===== config.mk =====
export PLATFORM = sky130hd
export DESIGN_NAME = decode_control_stage
export DESIGN_NICKNAME = d
export VERILOG_FILES = /design/src/rtl/common_pkg.sv /design/src/rtl/instr_decoder.sv /design/src/rtl/decode_control_stage.sv
export SDC_FILE = /design/constraint.sdc
export NUM_CORES = 1
export LEC_CHECK = 0
export CORE_ASPECT_RATIO = 1.4
export CORE_MARGIN = 5
export CORE_UTILIZATION = 40
export CTS_CLUSTER_SIZE = 40
export DETAILED_ROUTE_END_ITERATION = 8
export PLACE_DENSITY_LB_ADDON = 0.3
export SYNTH_ARGS = -nofsm -noshare
export SYNTH_HDL_FRONTEND = slang
export SYNTH_HIERARCHICAL = 1
export SYNTH_SLANG_ARGS = --single-unit

===== constraint.sdc =====
create_clock -name clk -period 4.1 [get_ports clk]
set_clock_uncertainty 0.05 [all_clocks]
set_input_delay 1.025 -clock clk [delete_from_list [all_inputs] [get_ports clk]]
set_output_delay 1.025 -clock clk [all_outputs]
set_load 0.01 [all_outputs]

===== src/rtl/common_pkg.sv =====
// common: shared RV32 decode types, opcode constants and ALU op helper.
package common;

    typedef logic [31:0] instruction_type;

    typedef enum logic [4:0] {
        ALU_ADD, ALU_SUB, ALU_SLL, ALU_SLT, ALU_SLTU, ALU_XOR, ALU_SRL, ALU_SRA,
        ALU_OR, ALU_AND, ALU_LUI, ALU_AUIPC,
        ALU_MUL, ALU_MULH, ALU_MULHSU, ALU_MULHU, ALU_DIV, ALU_DIVU, ALU_REM, ALU_REMU
    } alu_op_t;

    typedef enum logic [2:0] {ENC_NONE, ENC_R, ENC_I, ENC_S, ENC_B, ENC_U, ENC_J} encoding_t;

    typedef struct packed {
        encoding_t  encoding;
        logic       RegWrite;
        logic       ALUSrc;
        logic       MemRead;
        logic       MemWrite;
        logic       MemToReg;
        logic       Branch;
        logic       Jump;
        alu_op_t    ALUOp;
        logic [2:0] mem_size;
        logic [2:0] branch_cond;
    } control_type;

    typedef enum logic [1:0] {RUN, STALL, HALT} decode_state_t;

    localparam logic [6:0] OP_LOAD   = 7'b0000011;
    localparam logic [6:0] OP_STORE  = 7'b0100011;
    localparam logic [6:0] OP_BRANCH = 7'b1100011;
    localparam logic [6:0] OP_JALR   = 7'b1100111;
    localparam logic [6:0] OP_JAL    = 7'b1101111;
    localparam logic [6:0] OP_IMM    = 7'b0010011;
    localparam logic [6:0] OP_REG    = 7'b0110011;
    localparam logic [6:0] OP_LUI    = 7'b0110111;
    localparam logic [6:0] OP_AUIPC  = 7'b0010111;

    localparam logic [6:0] F7_BASE   = 7'b0000000;
    localparam logic [6:0] F7_ALT    = 7'b0100000;
    localparam logic [6:0] F7_MULDIV = 7'b0000001;

    // alt selects SUB over ADD and SRA over SRL
    function automatic alu_op_t alu_from_f3(input logic [2:0] f3, input logic alt);
        return f3 == 3'd1 ? ALU_SLL :
               f3 == 3'd2 ? ALU_SLT :
               f3 == 3'd3 ? ALU_SLTU :
               f3 == 3'd4 ? ALU_XOR :
               f3 == 3'd5 ? (alt ? ALU_SRA : ALU_SRL) :
               f3 == 3'd6 ? ALU_OR :
               f3 == 3'd7 ? ALU_AND :
               alt ? ALU_SUB : ALU_ADD;
    endfunction

endpackage


===== src/rtl/instr_decoder.sv =====
// instr_decoder: combinational RV32I(+M) decode into control bundle and register usage.
module instr_decoder
    import common::*;
#(
    parameter bit ENABLE_M = 1'b0
) (
    input  logic [6:0]  opcode,
    input  logic [2:0]  funct3,
    input  logic [6:0]  funct7,
    output control_type control,
    output logic        illegal,
    output logic        rs1_used,
    output logic        rs2_used
);

    control_type c;
    logic ok;

    always_comb begin
        c = '0;
        ok = 1'b0;
        case (opcode)
            OP_LUI, OP_AUIPC: begin
                c.encoding = ENC_U;
                c.RegWrite = 1'b1;
                c.ALUSrc = 1'b1;
                c.ALUOp = opcode == OP_LUI ? ALU_LUI : ALU_AUIPC;
                ok = 1'b1;
            end
            OP_JAL: begin
                c.encoding = ENC_J;
                c.RegWrite = 1'b1;
                c.Jump = 1'b1;
                ok = 1'b1;
            end
            OP_JALR: begin
                c.encoding = ENC_I;
                c.RegWrite = 1'b1;
                c.ALUSrc = 1'b1;
                c.Jump = 1'b1;
                ok = funct3 == 3'd0;
            end
            OP_BRANCH: begin
                c.encoding = ENC_B;
                c.Branch = 1'b1;
                c.branch_cond = funct3;
                c.ALUOp = !funct3[2] ? ALU_SUB : funct3[1] ? ALU_SLTU : ALU_SLT;
                ok = funct3[2:1] != 2'b01;
            end
            OP_LOAD: begin
                c.encoding = ENC_I;
                c.RegWrite = 1'b1;
                c.ALUSrc = 1'b1;
                c.MemRead = 1'b1;
                c.MemToReg = 1'b1;
                c.mem_size = funct3;
                ok = funct3 inside {3'd0, 3'd1, 3'd2, 3'd4, 3'd5};
            end
            OP_STORE: begin
                c.encoding = ENC_S;
                c.ALUSrc = 1'b1;
                c.MemWrite = 1'b1;
                c.mem_size = funct3;
                ok = funct3 inside {3'd0, 3'd1, 3'd2};
            end
            OP_IMM: begin
                c.encoding = ENC_I;
                c.RegWrite = 1'b1;
                c.ALUSrc = 1'b1;
                c.ALUOp = alu_from_f3(funct3, funct3 == 3'd5 && funct7 == F7_ALT);
                ok = funct3 == 3'd1 ? funct7 == F7_BASE :
                     funct3 == 3'd5 ? funct7 inside {F7_BASE, F7_ALT} : 1'b1;
            end
            OP_REG: begin
                c.encoding = ENC_R;
                c.RegWrite = 1'b1;
                c.ALUOp = funct7 == F7_MULDIV ? alu_op_t'(ALU_MUL + {2'b00, funct3}) :
                          alu_from_f3(funct3, funct7 == F7_ALT);
                ok = funct7 == F7_BASE ||
                     (funct7 == F7_ALT && funct3 inside {3'd0, 3'd5}) ||
                     (funct7 == F7_MULDIV && ENABLE_M);
            end
            default: ;
        endcase
    end

    assign control  = ok ? c : '0;
    assign illegal  = !ok;
    assign rs1_used = ok && c.encoding inside {ENC_R, ENC_I, ENC_S, ENC_B};
    assign rs2_used = ok && c.encoding inside {ENC_R, ENC_S, ENC_B};

endmodule


===== src/rtl/decode_control_stage.sv =====
// decode_control_stage: registered ID stage with load-use stall, flush and illegal-instruction halt.
module decode_control_stage
    import common::*;
#(
    parameter int XLEN       = 32,
    parameter int REG_ADDR_W = 5,
    parameter bit ENABLE_M   = 1'b0
) (
    input  logic                  clk,
    input  logic                  rst,
    input  logic                  in_valid,
    output logic                  in_ready,
    input  instruction_type       in_instruction,
    input  logic [XLEN-1:0]       in_pc,
    input  logic                  ex_mem_read,
    input  logic [REG_ADDR_W-1:0] ex_rd,
    input  logic                  flush,
    output logic                  out_valid,
    input  logic                  out_ready,
    output control_type           out_control,
    output logic [REG_ADDR_W-1:0] out_rs1,
    output logic [REG_ADDR_W-1:0] out_rs2,
    output logic [REG_ADDR_W-1:0] out_rd,
    output logic [XLEN-1:0]       out_pc,
    output logic                  out_illegal
);

    control_type dec_control;
    logic dec_illegal, rs1_used, rs2_used, hazard, free, accept;
    logic [REG_ADDR_W-1:0] rs1, rs2, rd;
    decode_state_t state, state_next;

    assign rs1 = in_instruction[15 +: REG_ADDR_W];
    assign rs2 = in_instruction[20 +: REG_ADDR_W];
    assign rd  = in_instruction[7 +: REG_ADDR_W];

    instr_decoder #(.ENABLE_M(ENABLE_M)) u_decoder (
        .opcode   (in_instruction[6:0]),
        .funct3   (in_instruction[14:12]),
        .funct7   (in_instruction[31:25]),
        .control  (dec_control),
        .illegal  (dec_illegal),
        .rs1_used (rs1_used),
        .rs2_used (rs2_used)
    );

    assign free   = !out_valid || out_ready;
    assign hazard = in_valid && ex_mem_read && ex_rd != '0 &&
                    ((rs1_used && ex_rd == rs1) || (rs2_used && ex_rd == rs2));
    assign in_ready = !rst && state == RUN && !flush && !hazard && free;
    assign accept   = in_valid && in_ready;

    always_comb begin
        state_next = flush || state == STALL ? RUN :
                     state == RUN && hazard && free ? STALL :
                     accept && dec_illegal ? HALT : state;
    end

    always_ff @(posedge clk or posedge rst) begin
        if (rst) state <= RUN;
        else state <= state_next;
    end

    // a stalled or drained cycle loads a bubble; backpressure holds everything
    always_ff @(posedge clk or posedge rst) begin
        if (rst) begin
            out_valid   <= 1'b0;
            out_control <= '0;
            out_rs1     <= '0;
            out_rs2     <= '0;
            out_rd      <= '0;
            out_pc      <= '0;
            out_illegal <= 1'b0;
        end else if (flush || (!accept && free)) begin
            out_valid   <= 1'b0;
            out_illegal <= 1'b0;
        end else if (accept) begin
            out_valid   <= 1'b1;
            out_control <= dec_control;
            out_rs1     <= rs1;
            out_rs2     <= rs2;
            out_rd      <= rd;
            out_pc      <= in_pc;
            out_illegal <= dec_illegal;
        end
    end

endmodule


**After elaboration in Yosys (flattened, before gate mapping)**

Index checks and enable logic that the tools add are counted.

- Output and inout bits: 71
- Bits in registers: 72
- Input port bits: 75
- Logic and storage cells: 138

- Muxes and demuxes: 43
- Bitwise gates (word level): 1
- Reduce and logical (&&, ||, !) cells: 49
- $add $sub $neg: 1
- Equality and inequality tests: 26

Operator list:

| cell | count |
|---|---|
| 5-bit 2-to-1 mux | 16 |
| 7-bit by 6-bit == test with 1-bit output, second input constant | 4 |
| 7-bit == test, second input constant | 3 |
| 21-bit 2-to-1 mux | 1 |
| 5-bit case mux with 4 select lines | 1 |
| 1-bit logical AND | 18 |
| 3-bit case mux with 6 select lines | 1 |
| 1-bit 2-to-1 mux | 17 |
| 3-bit == test, second input constant | 5 |
| 7-bit by 5-bit == test with 1-bit output, second input constant | 2 |
| 3-bit by 2-bit == test with 1-bit output, second input constant | 4 |
| 5-bit == test | 2 |
| 5-bit nonzero test | 2 |
| 3-bit 2-to-1 mux | 3 |
| 3-bit nonzero test | 3 |
| 7-bit by 1-bit == test with 1-bit output, second input constant | 1 |
| 7-bit by 2-bit == test with 1-bit output, second input constant | 1 |
| 7-bit zero test | 1 |
| 1-bit case mux with 7 select lines | 1 |
| 7-bit OR reduction | 1 |
| 3-bit by 1-bit == test with 1-bit output, second input constant | 2 |
| 1-bit zero test | 6 |
| 2-bit 2-to-1 mux | 3 |
| 2-bit nonzero test | 3 |
| other kinds (12) | 19 |

**Depth between registers and ports, before layout**

- Word-level depth: 18
- Gate-level depth with buffers: 12
- Depth with buffers taken out: 9

**Hierarchy**

Netlist, hierarchy kept.

By module, submodules not included:

| module | area each (µm²) | sequential area each (µm²) | cells each | times used |
|---|---|---|---|---|
| decode_control_stage | 3,078.0 | 1,801.7 | 183 | 1 |
| instr_decoder | 685.7 | 0.0 | 108 | 1 |

**Worst setup path after synthesis**

OpenSTA, ideal clock, no wires.

- Kind: input to output
- From: in in_instruction[28]
- To: out in_ready
- Setup slack: -0.002 ns
- Stages: 9
- Required time: 3.025 ns
- Arrival: 3.027 ns
- Buffers on the path: 1
- Path through: or4_4 -> nor3_2 -> a21oi_1 -> o311a_4 -> buf_6 -> a311oi_1 -> a32oi_1 -> nor2_1 -> a21boi_0

- Cells in the longest elaborated chain, start to end: 12
- Elaborated cells between the ends (all ways): 17
- Those cells by class: eq/ne (1); mux (3); reduce/logical (13)

Ends and longest elaborated chain:

| item | RTL line | RTL |
|---|---|---|
| start: declaration | decode_control_stage.sv:13 | `input instruction_type in_instruction,` |
| 7-bit by 6-bit == test with 1-bit output / 7-bit zero test (equally long branches) | n/a |  |
| 2-bit nonzero test | instr_decoder.sv:72 | `funct3 == 3'd5 ? funct7 inside {F7_BASE, F7_ALT} : 1'b1;` |
| 1-bit 2-to-1 mux | instr_decoder.sv:72 |  |
| 1-bit 2-to-1 mux | instr_decoder.sv:71 | `ok = funct3 == 3'd1 ? funct7 == F7_BASE :` |
| 1-bit case mux with 7 select lines (*) | instr_decoder.sv:22 | `case (opcode)` |
| 1-bit logical AND (*) | instr_decoder.sv:89 | `assign rs1_used = ok && c.encoding inside {ENC_R, ENC_I, ENC_S, ENC_B};` |
| net rs1_used | decode_control_stage.sv:29 | `logic dec_illegal, rs1_used, rs2_used, hazard, free, accept;` |
| 1-bit logical AND (*) | decode_control_stage.sv:49 | `((rs1_used && ex_rd == rs1) \|\| (rs2_used && ex_rd == rs2));` |
| 1-bit logical OR (*) | decode_control_stage.sv:49 |  |
| 1-bit logical AND (*) | decode_control_stage.sv:48 | `assign hazard = in_valid && ex_mem_read && ex_rd != '0 &&` |
| 1-bit zero test (*) | decode_control_stage.sv:50 | `assign in_ready = !rst && state == RUN && !flush && !hazard && free;` |
| 1-bit logical AND (*) (2 in series) | decode_control_stage.sv:50 |  |
| end: declaration | decode_control_stage.sv:12 | `output logic in_ready,` |

The timed path passes the listed nets; every way through them passes the cells marked *.

**Final worst setup path**

- From: in in_instruction[3]
- To: out in_ready

- Cells in the longest elaborated chain, start to end: 12
- Elaborated cells between the ends (all ways): 29
- Those cells by class: eq/ne (13); mux (2); reduce/logical (14)

Ends and longest elaborated chain:

| item | RTL line | RTL |
|---|---|---|
| 7-bit == test (tied with other cells) | instr_decoder.sv:22 |  |
| 3-bit OR reduction (no source line) / 2-bit OR reduction (equally long branches) | n/a |  |
| 3-bit case mux with 6 select lines | instr_decoder.sv:22 |  |
| 3-bit by 1-bit == test with 1-bit output (tied with other cells) | instr_decoder.sv:90 | `assign rs2_used = ok && c.encoding inside {ENC_R, ENC_S, ENC_B};` |
| 3-bit nonzero test | instr_decoder.sv:90 |  |
| 1-bit logical AND (*) | instr_decoder.sv:90 |  |
| net rs2_used | decode_control_stage.sv:29 |  |
| 1-bit logical AND (*) | decode_control_stage.sv:49 |  |
| 1-bit logical OR (*) | decode_control_stage.sv:49 |  |
| 1-bit logical AND (*) | decode_control_stage.sv:48 |  |
| 1-bit zero test (*) | decode_control_stage.sv:50 |  |
| 1-bit logical AND (*) (2 in series) | decode_control_stage.sv:50 |  |

Marked as above.

==> summary.md <==
| Metric | Value |
|---|---|
| Mapped cell area | `0.00376 mm2` |
| CTS hold repair buffers | `0` |
| Average wire per standard cell | `17.7 um` |
| DRT antenna net count | `0` |
| Sequential-to-total area share from yosys stat | `0.479` |
| Avg Cell Area, Syn | `12.9 um2` |
| Drt total wl | `10500 um` |
| Nets | `554` |
| Placed Cells | `571` |
| Initial antenna violation count | `0` |
| H-tree levels | `3` |
| Max-slew violations | `0` |
| Crit start category | `primary input` |
| Tightest Pin Transition | `0.700 ns` |
| DR iter-0 viols | `88` |
| Maximum number of pins on one net before global-route repair | `41` |
| Async S/R FF share, synth | `1.00` |
| WS Path Type | `primary input to primary output` |
| Clk_lat worst skew | `0.32 ns` |
| Final hold vios | `0` |
| Worst hold margin | `0.457 ns` |
| Place WS | `-0.879 ns` |
| IO Port Bufs | `145` |
| CP arrival | `3.10 ns` |
| PwrDens | `389 mW/mm2` |
| Outcome | `finished with violations` |
| Fmax | `0.239 GHz` |
| Total Die Area | `0.0115 mm2` |
| Leakage Power | `2.64 nW` |
| Post-synth top area share | `0.479` |
| Antenna cells | `0` |
| Row cnt | `42` |
| Num CTS Buffers | `9` |
| Post-synthesis net count | `366` |
| Die Wd | `92.0 um` |
| Crit Path Max Fanout | `4` |
| Core Box Area | `0.00935 mm2` |
| Layout overhead on the synthesized area | `59.7%` |
| Relative slew slack | `0.532` |
| Synth Instances | `291` |
| Yosys warns | `6` |
| Area leader, netlist | `dfrtp_1` |
| Finished Cell Area | `0.00601 mm2` |
| Post-detail-place hpwl | `8050 um` |
| Post-synth EDFFs | `0` |
| Most area-consuming cells after synthesis | `dfrtp_1 48%, mux2_4 16%, mux2_2 8.7%` |
| First-pass GRT wire length | `16800 um` |
| CTS Buffer Depth | `2` |
| Congestion Overflow GR | `0` |
| Vias per cell | `5.17` |
| I/O pins | `146` |
| Via count | `3067` |
| Clock sinks | `72` |
| Setup Viol. Count Final | `1` |
| #FFs+latches synth | `72` |
| Max cap viols | `0` |
| WP data required | `3.02 ns` |
| Fin util | `0.642` |
| Die height | `125 um` |
| DRT Pass-1 Iters | `4` |
| Worst setup margin | `-0.0786 ns` |
| Final Cycle Share | `1.02` |
| Total power | `2.34 mW` |
| Final min period | `4.18 ns` |
| Most used DFF post-synth | `dfrtp_1` |
| Placed cell areas | `0.00554 mm2` |
| Setup_tns | `-0.0786 ns` |
| Post-route DRC violation count | `0` |
| Number of global-route vias before repair | `3494` |
| Synth unique cells | `57` |
| RePlAce Congestion | `0.911` |
| Worst setup EP type | `primary output` |
| Peak VDD IR | `0.269 mV` |
| Non-Filler Instances | `593` |
| Root buffer cell | `clkbuf_16` |
| Layout cells sized above 1 | `0.340` |
| Starting density of the core | `0.402` |
| Fillers | `756` |
| CTS clk-pin slew, worst paths | `0.05 ns` |
| HP Class | `flip-flop to flip-flop` |
| CTS tree | `done` |
| Total GRT Usage | `0.185` |
| RSZ-0062 raised after global routing | `true` |
| Failing checks | `setup timing` |
==> kinds of logic after synthesis <==
| family | Yosys count | synth area share |
|---|---|---|
| compound gates | 43 | 0.0904 |
| other cells | 1 | 0.000996 |
| xor+xnor | 11 | 0.0256 |
| mux | 69 | 0.245 |
| simple gates | 70 | 0.106 |
| buf+inv | 25 | 0.0529 |
| flops | 72 | 0.479 |
==> synthesized netlist by cell type (4+ instances only) <==
| library cell | number |
|---|---|
| nand3_1 | 4 |
| mux2_4 | 39 |
| buf_4 | 4 |
| nor3_1 | 6 |
| and2_1 | 6 |
| buf_12 | 4 |
| nor2_1 | 13 |
| o21ai_0 | 5 |
| xor2_1 | 9 |
| a21oi_1 | 10 |
| nor4_1 | 4 |
| inv_1 | 9 |
| mux2_2 | 29 |
| nand2_1 | 13 |
| dfrtp_1 | 72 |
| nand2b_1 | 4 |
==> repair_timing <==
| item | 4_1_cts | 5_1_grt |
|---|---|---|
| endpoints found under the setup margin | 1 | 1 |
| setup buffers | 5 | 2 |
| gates cloned | 0 | 0 |
| gates resized for setup | 39 | 20 |
| pin swaps | 16 | 14 |
==> area by class of cell <==
cell class | count | area (um2) | share of cell area
multi-input combinational | 194 | 1880 | 0.312
timing repair buffer | 193 | 1850 | 0.309
sequential | 72 | 1800 | 0.300
clock buffer | 11 | 253 | 0.0421
tap | 110 | 138 | 0.0229
clock inverter | 4 | 52.6 | 0.00874
inverter | 9 | 33.8 | 0.00562
==> where the power goes <==
| part | internal (mW) | switching, mW |
|---|---|---|
| Combinational | 0.417 | 0.235 |
| Clock | 0.503 | 0.293 |
| Sequential | 0.825 | 0.0626 |
==> path summary, 6_finish.rpt <==
check                                       start         endpoint  slack [ns]  cells after the start
worst max-delay path            in_instruction[3]         in_ready       -0.08                     10
worst min-delay path                   out_pc[28]       out_pc[28]        0.46                      1
worst max register to register          out_valid  out_control[13]        1.93                      6
worst min register to register         out_pc[28]       out_pc[28]        0.46                      1
max in group asynchronous                     rst   out_control[6]        2.22                      3
min in group asynchronous                     rst       out_rs2[4]        1.12                      2
==> registers in the layout, indices dropped and copies added (netlist names) <==
name and cells:
out_pc 32, out_control 21, out_rd 5, out_rs1 5, out_rs2 5, state 2
out_illegal 1, out_valid 1
==> critical path, cell delays in order <==
cell	delay, ns
clkdlybuf4s15_1	0.19
or2_4	0.26
or3_4	0.40
o311a_4	0.40
a2111oi_4	0.18
and2_1	0.18
a32oi_2	0.06
nor2_2	0.17
a21boi_2	0.08
buf_2	0.14
==> layout by cell type (no fill, tap or decap), types with 3 or more instances in the layout <==
master,n
nor4b_1,3
o41ai_1,3
dfrtp_1,72
buf_6,7
dlygate4sd2_1,5
nor2_1,12
a21oi_1,9
nor4_1,3
mux2_4,39
inv_1,7
nand3_1,4
nand2b_1,4
nor3_1,4
buf_4,40
mux2_2,29
buf_12,3
clkbuf_16,9
o21ai_0,5
xor2_1,9
and2_1,7
dlymetal6s2s_1,4
nor2b_1,3
nand2_1,12
clkdlybuf4s50_1,128
==> metal layers <==
layer,share of wire,GRT usage
met1,0.36,0.193
met2,0.53,0.331
met3,0.082,0.0671
met4,0.029,0.0787
met5,0,0
Note: power is estimated with default switching activity, not from simulation.
